`src/rtl/reg_scoreboard.sv`:
```
// Register busy scoreboard: issue marks an entry busy, writeback clears it.
// Optional SB_ZERO_HARDWIRE_EN keeps entry 0 permanently free.
module reg_scoreboard #(
  parameter int SEL_W = 3
) (
  input  logic               clk,
  input  logic               rst,
  input  logic               iss_vld,
  input  logic [SEL_W-1:0]   iss_sel,
  output logic               iss_rdy,
  input  logic               wb_vld,
  input  logic [SEL_W-1:0]   wb_sel,
  input  logic [SEL_W-1:0]   rd_sel_a,
  input  logic [SEL_W-1:0]   rd_sel_b,
  output logic               rd_busy_a,
  output logic               rd_busy_b,
  output logic [2**SEL_W-1:0] busy_vec,
  output logic [SEL_W:0]     busy_cnt,
  output logic               wb_err
);

  localparam int N = 2**SEL_W;
  localparam logic [SEL_W:0] ONE = 1;

`ifdef SB_ZERO_HARDWIRE_EN
  localparam logic [N-1:0] LIVE = {{(N-1){1'b1}}, 1'b0};
`else
  localparam logic [N-1:0] LIVE = {N{1'b1}};
`endif

  logic [N-1:0] iss_mask;
  logic [N-1:0] wb_mask;
  logic [N-1:0] set_mask;
  logic [N-1:0] clr_mask;
  logic         inc;
  logic         dec;
  logic         err_hit;

  always_comb begin
    iss_mask          = '0;
    wb_mask           = '0;
    iss_mask[iss_sel] = iss_vld;
    wb_mask[wb_sel]   = wb_vld;
  end

  // Set and clear masks are disjoint: sets hit free entries, clears busy ones.
  assign set_mask = iss_mask & ~busy_vec & LIVE;
  assign clr_mask = wb_mask & busy_vec & LIVE;
  assign err_hit  = |(wb_mask & ~busy_vec & LIVE);
  assign inc      = |set_mask;
  assign dec      = |clr_mask;

  assign iss_rdy   = ~busy_vec[iss_sel];
  assign rd_busy_a = busy_vec[rd_sel_a];
  assign rd_busy_b = busy_vec[rd_sel_b];

  always_ff @(posedge clk or posedge rst) begin
    if (rst) begin
      busy_vec <= '0;
      busy_cnt <= '0;
      wb_err   <= 1'b0;
    end else begin
      busy_vec <= (busy_vec & ~clr_mask) | set_mask;
      if (inc && !dec)
        busy_cnt <= busy_cnt + ONE;
      else if (dec && !inc)
        busy_cnt <= busy_cnt - ONE;
      if (err_hit)
        wb_err <= 1'b1;
    end
  end

endmodule
```
`config.mk`:
```
export PLATFORM = sky130hd
export DESIGN_NAME = reg_scoreboard
export DESIGN_NICKNAME = d
export VERILOG_FILES = /design/src/rtl/reg_scoreboard.sv
export SDC_FILE = /design/constraint.sdc
export NUM_CORES = 1
export LEC_CHECK = 0
export BUFFER_PORTS_ARGS = -buffer_cell sky130_fd_sc_hd__buf_4
export CORE_UTILIZATION = 30
export CTS_BUF_LIST = sky130_fd_sc_hd__clkbuf_4 sky130_fd_sc_hd__clkbuf_8
export CTS_CLUSTER_SIZE = 8
export DETAILED_ROUTE_END_ITERATION = 8
export SYNTH_ARGS = -nofsm -noshare
export SYNTH_HDL_FRONTEND = slang
export SYNTH_SLANG_ARGS = --single-unit
```
`constraint.sdc`:
```
create_clock -name clk -period 2.45 [get_ports clk]
set_clock_uncertainty 0.05 [all_clocks]
set_input_delay 0.49 -clock clk [delete_from_list [all_inputs] [get_ports clk]]
set_output_delay 0.49 -clock clk [all_outputs]
set_load 0.005 [all_outputs]
```
# Word level (Yosys, flattened, before mapping)
# Cells that the tools add are included.
[op_classes] n_addsub=2 n_lt_le_gt_ge=6 mux=12 n_bitwise=10 n_reduce_logical=10
[op_table] op="$and 8x8->8" count=6
[op_table] op="$reduce_or 8->1" count=3
[op_table] op="$lt 3x4->1 const B" count=4
[op_table] op="$not 8->8" count=2
[op_table] op="$bmux 1 s3" count=3
[op_table] op="$mux 4" count=2
[op_table] op="$or 8x8->8" count=1
[op_table] op="$demux 1 s3" count=2
[op_table] op="$ge 3x1->1 const B" count=2
[op_table] op="$mux 1" count=5
[op_table] op="$add 4x1->4 const B" count=1
[op_table] op="$logic_and 1x1->1" count=4
[op_table] op="$sub 4x1->4 const B" count=1
[op_table] op="$logic_not 1->1" count=2
[op_table] op="$reduce_bool 2->1" count=1
[op_table] op="$not 1->1" count=1
[word_totals] ff_bits=13

# Logic depth before layout (Yosys ltp)
# Gate-level depths: netlist (run 1).
[depth] ltp_word=11 depth_mapped=12 mapped_depth_nobuf=11

# Least setup slack after synthesis (run 1)
# Ideal clock, no wire load.
[synth_timing] path_type="in2reg" from="input wb_sel[2]" to="register busy_cnt[3]" t_arrival_ns=2.257 t_required_ns=2.277 slack_ns=0.020 path_stages=11 path_buffers=0 path_cell_list="or2b_1 > o221a_2 > a221oi_2 > o21ai_1 > ha_1 > inv_1 > ha_1 > a21oi_1 > and3_1 > o21bai_1 > xnor2_1"
[synth_between] elab_chain_len=10 elab_cells_between_ends=13
[synth_rtl] item="from (decl)" line_no="12" rtl="input logic [SEL_W-1:0] wb_sel,"
[synth_rtl] item="$lt 3x4->1 (not written as such) or $ge 3x1->1 (tied branches)" line_no="43" rtl="wb_mask[wb_sel] = wb_vld;"
[synth_rtl] item="$logic_and 1x1->1 (not written as such)" line_no="43"
[synth_rtl] item="$mux 1 (not written as such)" line_no="43"
[synth_rtl] item="$demux 1 s3 (*)" line_no="43"
[synth_rtl] item="$and 8x8->8 (no source line) (*)"
[synth_rtl] item="$and 8x8->8 (*)" line_no="48" rtl="assign clr_mask = wb_mask & busy_vec & LIVE;"
[synth_rtl] item="$reduce_or 8->1 (*)" line_no="51" rtl="assign dec = |clr_mask;"
[synth_rtl] item="$logic_not 1->1" line_no="64" rtl="if (inc && !dec)"
[synth_rtl] item="$logic_and 1x1->1" line_no="64"
[synth_rtl] item="$mux 4 or $reduce_bool 2->1 (tied branches)"
[synth_rtl] item="to (signal assigned)" line_no="65" rtl="busy_cnt <= busy_cnt + ONE;"
[synth_rtl] item="to (signal assigned)" line_no="67" rtl="busy_cnt <= busy_cnt - ONE;"
[synth_rtl] item="to (decl)" line_no="18" rtl="output logic [SEL_W:0] busy_cnt,"
# Mark *: on every way between the ends. The rest lies on a longest branch, timed or not.
# A chain may end at the register's enable or synchronous reset.

# Final worst setup path (run 1)
[layout_timing] from="input wb_sel[0]" to="register busy_cnt[3]"
# Same word-level chain as after synthesis.

==> results of run 1 <==
==> area by class of cell <==
cell class	count	area, µm²	share of cell area
Sequential cell	13	325	0.225
Tap cell	44	55.1	0.0380
Inverter	5	18.8	0.0130
Clock buffer	4	30.0	0.0207
Timing Repair Buffer	50	375	0.259
Multi-Input combinational cell	78	643	0.444
==> state kept, by name, summed over array words and instances (netlist names) <==
| signal | flops |
|---|---|
| busy_vec | 8 |
| wb_err | 1 |
| busy_cnt | 4 |
==> per-layer routing <==
layer | track usage | routed length (µm) | vias up
li1 | - | - | 490
met1 | 0.230 | 1220 | 492
met2 | 0.250 | 1280 | 58
met3 | 0.0260 | 267 | 4
met4 | 0.0831 | 53 | 0
met5 | 0 | 0 | -
==> power by group through the flow <==
stage,Combinational [W],Clock (W),Sequential (W)
2_1_floorplan,0.000296,0,0.000387
3_3_place_gp,0.000614,0,0.000385
3_5_place_dp,0.000623,0,0.000389
4_1_cts,0.000629,0.000147,0.000384
5_1_grt,0.000695,0.000159,0.000395
6_report,0.000636,0.000143,0.000383
==> cells by family after synthesis <==
kind of cell,Yosys count,synth area share
AO/OA/AOI/OAI,32,0.223
AND/OR/NAND/NOR,28,0.155
flip-flops,13,0.320
multiplexers,11,0.169
buffers and inverters,9,0.0505
adder cells (fa/ha/maj),4,0.0567
XOR/XNOR,3,0.0259
==> placed cells by master (no fill, tap or decap) <==
master | synthesis | layout
nand2_2 | 1 | 1
a32oi_1 | 2 | 2
o21ai_1 | 2 | 2
or2b_1 | 3 | 3
or3_1 | 1 | 1
xnor2_1 | 3 | 3
nand4_1 | 1 | 1
o21bai_1 | 1 | 1
fa_1 | 1 | 1
a21oi_1 | 5 | 4
a21oi_2 | 0 | 1
a31oi_1 | 11 | 11
and2_1 | 2 | 2
nor4b_1 | 1 | 1
a22o_1 | 1 | 1
ha_1 | 3 | 3
o221a_2 | 1 | 1
nand3_1 | 2 | 2
a221oi_2 | 1 | 1
inv_1 | 5 | 4
a41oi_1 | 3 | 3
o22ai_1 | 1 | 1
inv_2 | 0 | 1
nor2_1 | 4 | 4
mux4_1 | 2 | 2
o2111ai_1 | 1 | 1
nand3b_1 | 1 | 1
buf_4 | 0 | 50
and3_1 | 1 | 1
o21ai_0 | 2 | 2
mux2_2 | 3 | 3
mux2i_1 | 4 | 4
nand2_1 | 5 | 5
clkbuf_4 | 0 | 4
mux4_2 | 2 | 2
dfrtp_1 | 13 | 13
nor2b_1 | 6 | 6
a2111o_1 | 1 | 1
==> how the worst max path moves through the flow <==
stage	start	to	slack, ns	cells after the start
final	wb_sel[0]	busy_cnt[3]	0.11	12
after global routing	wb_sel[0]	busy_cnt[3]	0.02	12
after CTS	wb_sel[0]	busy_cnt[3]	0.04	12
after detailed placement	wb_sel[0]	busy_cnt[3]	-0.25	12
after global placement	wb_sel[0]	busy_cnt[3]	-0.17	12
after floorplan	wb_sel[2]	busy_cnt[3]	0.02	11
==> through the flow <==
step                      instance area, µm²  setup TNS, ns  hold WS, ns  setup slack (ns)  total power (W)
final                                   1450              0        0.189             0.112          0.00116
after global routing                    1450              0        0.221            0.0209          0.00125
after CTS                               1440              0        0.205            0.0426          0.00116
after detailed placement                1410         -0.478        0.425            -0.247          0.00101
after global placement                  1410         -0.309        0.416            -0.174         0.000999
after floorplan                         1020              0        0.317            0.0200         0.000682
==> qor.csv, run 1 <==
metric,value,unit
setup_viol,0,
cts_sinks,13,
initial_utilization,0.325,
synth.yosys.seq_area_share,0.320,
grt_pass1_vias,934,
cts_tree,yes,
viasPerCell,5.38,
syn_avg_cell_area,10.2,µm²
p_clk_frac,0.123,
ioPinCount,32,
drt-initial-drc-count,81,
timing.rr.end,busy_cnt[3],
drive_gt1_frac,0.427,
cts_setup_buffers,0,
r2r-start,busy_vec[3],
detail-route-antenna-nets,0,
cp-start-kind,input pin,
power_frac_seq,0.329,
syn_nets,120,
synth-main-ff-cell,dfrtp_1,
netlist.area_leader.share,0.320,
area_growth,42.5,%
p_leak,0.649,nW
dieWidth,60.2,µm
swShare,0.365,
finalCritPeriodShare,0.954,
hold_viol,0,
crit_path_end_kind,register,
crit_slowest_cell,o221a_2,
clockRootBuffer,clkbuf_4,
antenna_cells,0,
drt_wl_total,2820,µm
grt_pass1_wl,4350,µm
die_area,0.00362,mm²
nFillCells,317,
synthArstFlopShare,1.00,
critPathKind,input pin to register,
netlist_instances,100,
final_cells,194,
grt_overflow,0,
ir_worst_vdd,0.236,mV
numCtsBuffers,3,
crit_required,2.56,ns
ys_ff_latch,13,
core_area,0.00313,mm²
cts.repair.resized,0,
nNetsFinal,171,
rsz0062_at_grt,no,
drc_errors,0,
synthTopCellsByCount,"dfrtp_1 (13), a31oi_1 (11), nor2b_1 (6)",
placementRows,20,
clk_latency,0.27,ns
arrival,2.45,ns
power.density,802,mW/mm²
crit_buf_inv,2,
synth_area_leaders,"dfrtp_1 (32%), a31oi_1 (6.8%), mux4_1 (5.2%)",
crit_path_max_incr_delay,0.27,ns
p_comb_frac,0.548,
synth_top_area_cell,dfrtp_1,
cts_buffer_depth,2,
tightest_slew,0.497,ns
worst_path_most_repeated_cell,ha_1,
cts_htree_levels,1,
path_cells,buf_4 > or2b_1 > o221a_2 > a221oi_2 > o21ai_1 > ha_1 > inv_2 > ha_1 > a21oi_2 > and3_1 > o21bai_1 > xnor2_1,
dr_total_vias,1044,
rrSetupSlack,0.12,ns
grtUsageTotal,0.166,
p_switching,0.000424,W
internal_power,0.000738,W
grt_max_degree,14,
post_synth_num_cell_types,36,
fin_util,0.463,
yosysMostFrequentCell,dfrtp_1,
grt_antenna_before_repair,0,
cpLargestDelayFamily,compound AO/OA/AOI/OAI gates,
drv_slew,0,
clkTransAtPathRegs,0.08,ns
firstDrtPassIters,4,
min_path_type,input pin to asynchronous set/reset pin,
maxCapViolCount,0,
dp_cells,190,
hold_buffers,0,
place.gp.congestion,0.909,
slew_headroom,0.668,
fmax,428,MHz
die_h,60.2,µm
port_buffers,31,
reg2regPathDepth,11,
dpl.hpwl,2140,µm
period_needed,2.34,ns
wl_per_cell,14.5,µm
status,completed,
synth_area,0.00102,mm²
crit_fanout,4,
synth_edf_count,0,
ys.warnings.count,0,
No activity file was read; power rests on OpenSTA's default activity.
==> run 2: changes to the inputs <==
--- a/config.mk
+++ b/config.mk
@@ -10,6 +10,7 @@
 export CTS_BUF_LIST = sky130_fd_sc_hd__clkbuf_4 sky130_fd_sc_hd__clkbuf_8
 export CTS_CLUSTER_SIZE = 8
 export DETAILED_ROUTE_END_ITERATION = 8
+export SETUP_SLACK_MARGIN = 0.15
 export SYNTH_ARGS = -nofsm -noshare
 export SYNTH_HDL_FRONTEND = slang
 export SYNTH_SLANG_ARGS = --single-unit
==> constraint.sdc (replaced) <==
create_clock -name clk -period 2.4 [get_ports clk]
set_clock_uncertainty 0.05 [all_clocks]
set_input_delay 0.48 -clock clk [delete_from_list [all_inputs] [get_ports clk]]
set_output_delay 0.48 -clock clk [all_outputs]
set_load 0.005 [all_outputs]
==> run 2 against run 1 <==
Net effect:
- core utilization grew 4.4 points
- combinational power grew 23%
- worst hold slack lost 0.011 ns
- first-iteration DRC count shrank 38%
- highest routed layer unchanged
==> qor.csv, run 2 (synthesis results as in run 1) <==
metric,value,unit
setup_viol,0,
cts_sinks,13,
crit_fanout,4,
tightest_slew,0.489,ns
top_regs,"busy_vec: 8 flops, busy_cnt: 4 flops, wb_err: 1 flops",
finalCritPeriodShare,0.957,
clkTransAtPathRegs,0.08,ns
core_area,0.00313,mm²
cts_buffer_depth,2,
p_switching,0.000479,W
period_needed,2.30,ns
cts_htree_levels,1,
critPathKind,input pin to register,
largest_register_ffs,8,
design_area,0.00159,mm²
rsz0062_at_grt,yes,
area_growth,56.0,%
p_clk_frac,0.108,
firstDrtPassIters,4,
crit_required,2.50,ns
fmax,436,MHz
antenna_cells,0,
internal_power,0.000856,W
ioPinCount,32,
cts_tree,yes,
nNetsFinal,179,
grtUsageTotal,0.178,
dieWidth,60.2,µm
maxCapViolCount,0,
dr_total_vias,1066,
p_comb_frac,0.589,
ir_worst_vdd,0.518,mV
die_h,60.2,µm
reg2regPathDepth,11,
port_buffers,31,
drv_slew,0,
grt_pass1_vias,1040,
power.density,842,mW/mm²
p_leak,0.695,nW
grt_antenna_before_repair,0,
layout_commonest_cell,buf_4,
detail-route-antenna-nets,0,
grt_max_degree,14,
min_path_type,input pin to asynchronous set/reset pin,
placed_cell_area,0.00145,mm²
wl_per_cell,14.9,µm
dpl.hpwl,2240,µm
fin_util,0.507,
grt_overflow,0,
clockRootBuffer,clkbuf_4,
drt_wl_total,3020,µm
cp-start-kind,input pin,
clk_latency,0.26,ns
die_area,0.00362,mm²
power,0.00133,W
arrival,2.40,ns
hold_viol,0,
drive_gt1_frac,0.532,
hold_buffers,0,
status,completed,
placementRows,20,
top_register,busy_vec,
nFillCells,284,
power_frac_seq,0.304,
drt-initial-drc-count,50,
slew_headroom,0.674,
mostFrequentLayoutCells,"buf_4 (53), a31oi_1 (11), dfrtp_1 (10)",
place.gp.congestion,0.816,
grt_pass1_wl,4820,µm
crit_path_end_kind,register,
numCtsBuffers,3,
initial_utilization,0.325,
swShare,0.359,
viasPerCell,5.28,
drc_errors,0,
-- run 2: worst paths after layout --
kind / slack (ns) / from / to
worst max-delay path: 0.10 / wb_sel[0] / busy_cnt[3]
max in group asynchronous: 1.76 / rst / busy_vec[2]
worst min register to register: 0.45 / wb_err / wb_err
worst max register to register: 0.11 / busy_vec[3] / busy_cnt[3]
min in group clk: 0.42 / wb_vld / wb_err
worst min-delay path: 0.18 / rst / busy_cnt[0]
-- run 2: cell type report --
| cell class | count | area (µm²) | share of cell area |
|---|---|---|---|
| Timing Repair Buffer | 58 | 467 | 0.294 |
| Sequential cell | 13 | 329 | 0.208 |
| Inverter | 5 | 21.3 | 0.0134 |
| Clock buffer | 4 | 30.0 | 0.0189 |
| Multi-Input combinational cell | 78 | 683 | 0.431 |
| Tap cell | 44 | 55.1 | 0.0347 |
-- run 2: power by group through the flow --
stage / combinational (W) / sequential (W) / clock, W
6_report: 0.000785 / 0.000405 / 0.000144
5_1_grt: 0.000859 / 0.000416 / 0.000158
4_1_cts: 0.000728 / 0.000398 / 0.000147
3_5_place_dp: 0.000667 / 0.000408 / 0
3_3_place_gp: 0.000647 / 0.000408 / 0
2_1_floorplan: 0.000327 / 0.000398 / 0
-- run 2: through the flow --
stage / setup slack [ns] / TNS (ns) / std cells / hold slack, ns
final: 0.104 / 0 / 202 / 0.178
after global routing: -0.0238 / -0.0238 / 202 / 0.237
after CTS: 0.0945 / 0 / 201 / 0.191
after detailed placement: -0.175 / -0.372 / 190 / 0.427
after global placement: -0.0868 / -0.168 / 190 / 0.416
after floorplan: 0.0950 / 0 / 100 / 0.307
-- run 2: worst max-delay path, cell delays in order --
cell and delay (ns):
buf_8 0.10, or2b_1 0.23, o221a_2 0.28, a221oi_2 0.16, o21ai_1 0.12, ha_2 0.20, inv_4 0.09, ha_4 0.21
a21oi_2 0.14, and3_4 0.19, o21bai_1 0.07, xnor2_1 0.14
-- run 2: repair_timing --
item,CTS,global route
resized for setup,9,6
setup buffers,7,1
pin swaps,8,10
endpoints found under the setup margin,4,5
-- run 2: layer usage --
metal / vias to the layer above / GRT usage / wire length (µm)
met4: 0 / 0.0498 / 46
met3: 4 / 0.0260 / 124
met5: - / 0 / 0
met1: 522 / 0.244 / 1370
met2: 33 / 0.289 / 1480
li1: 507 / - / -
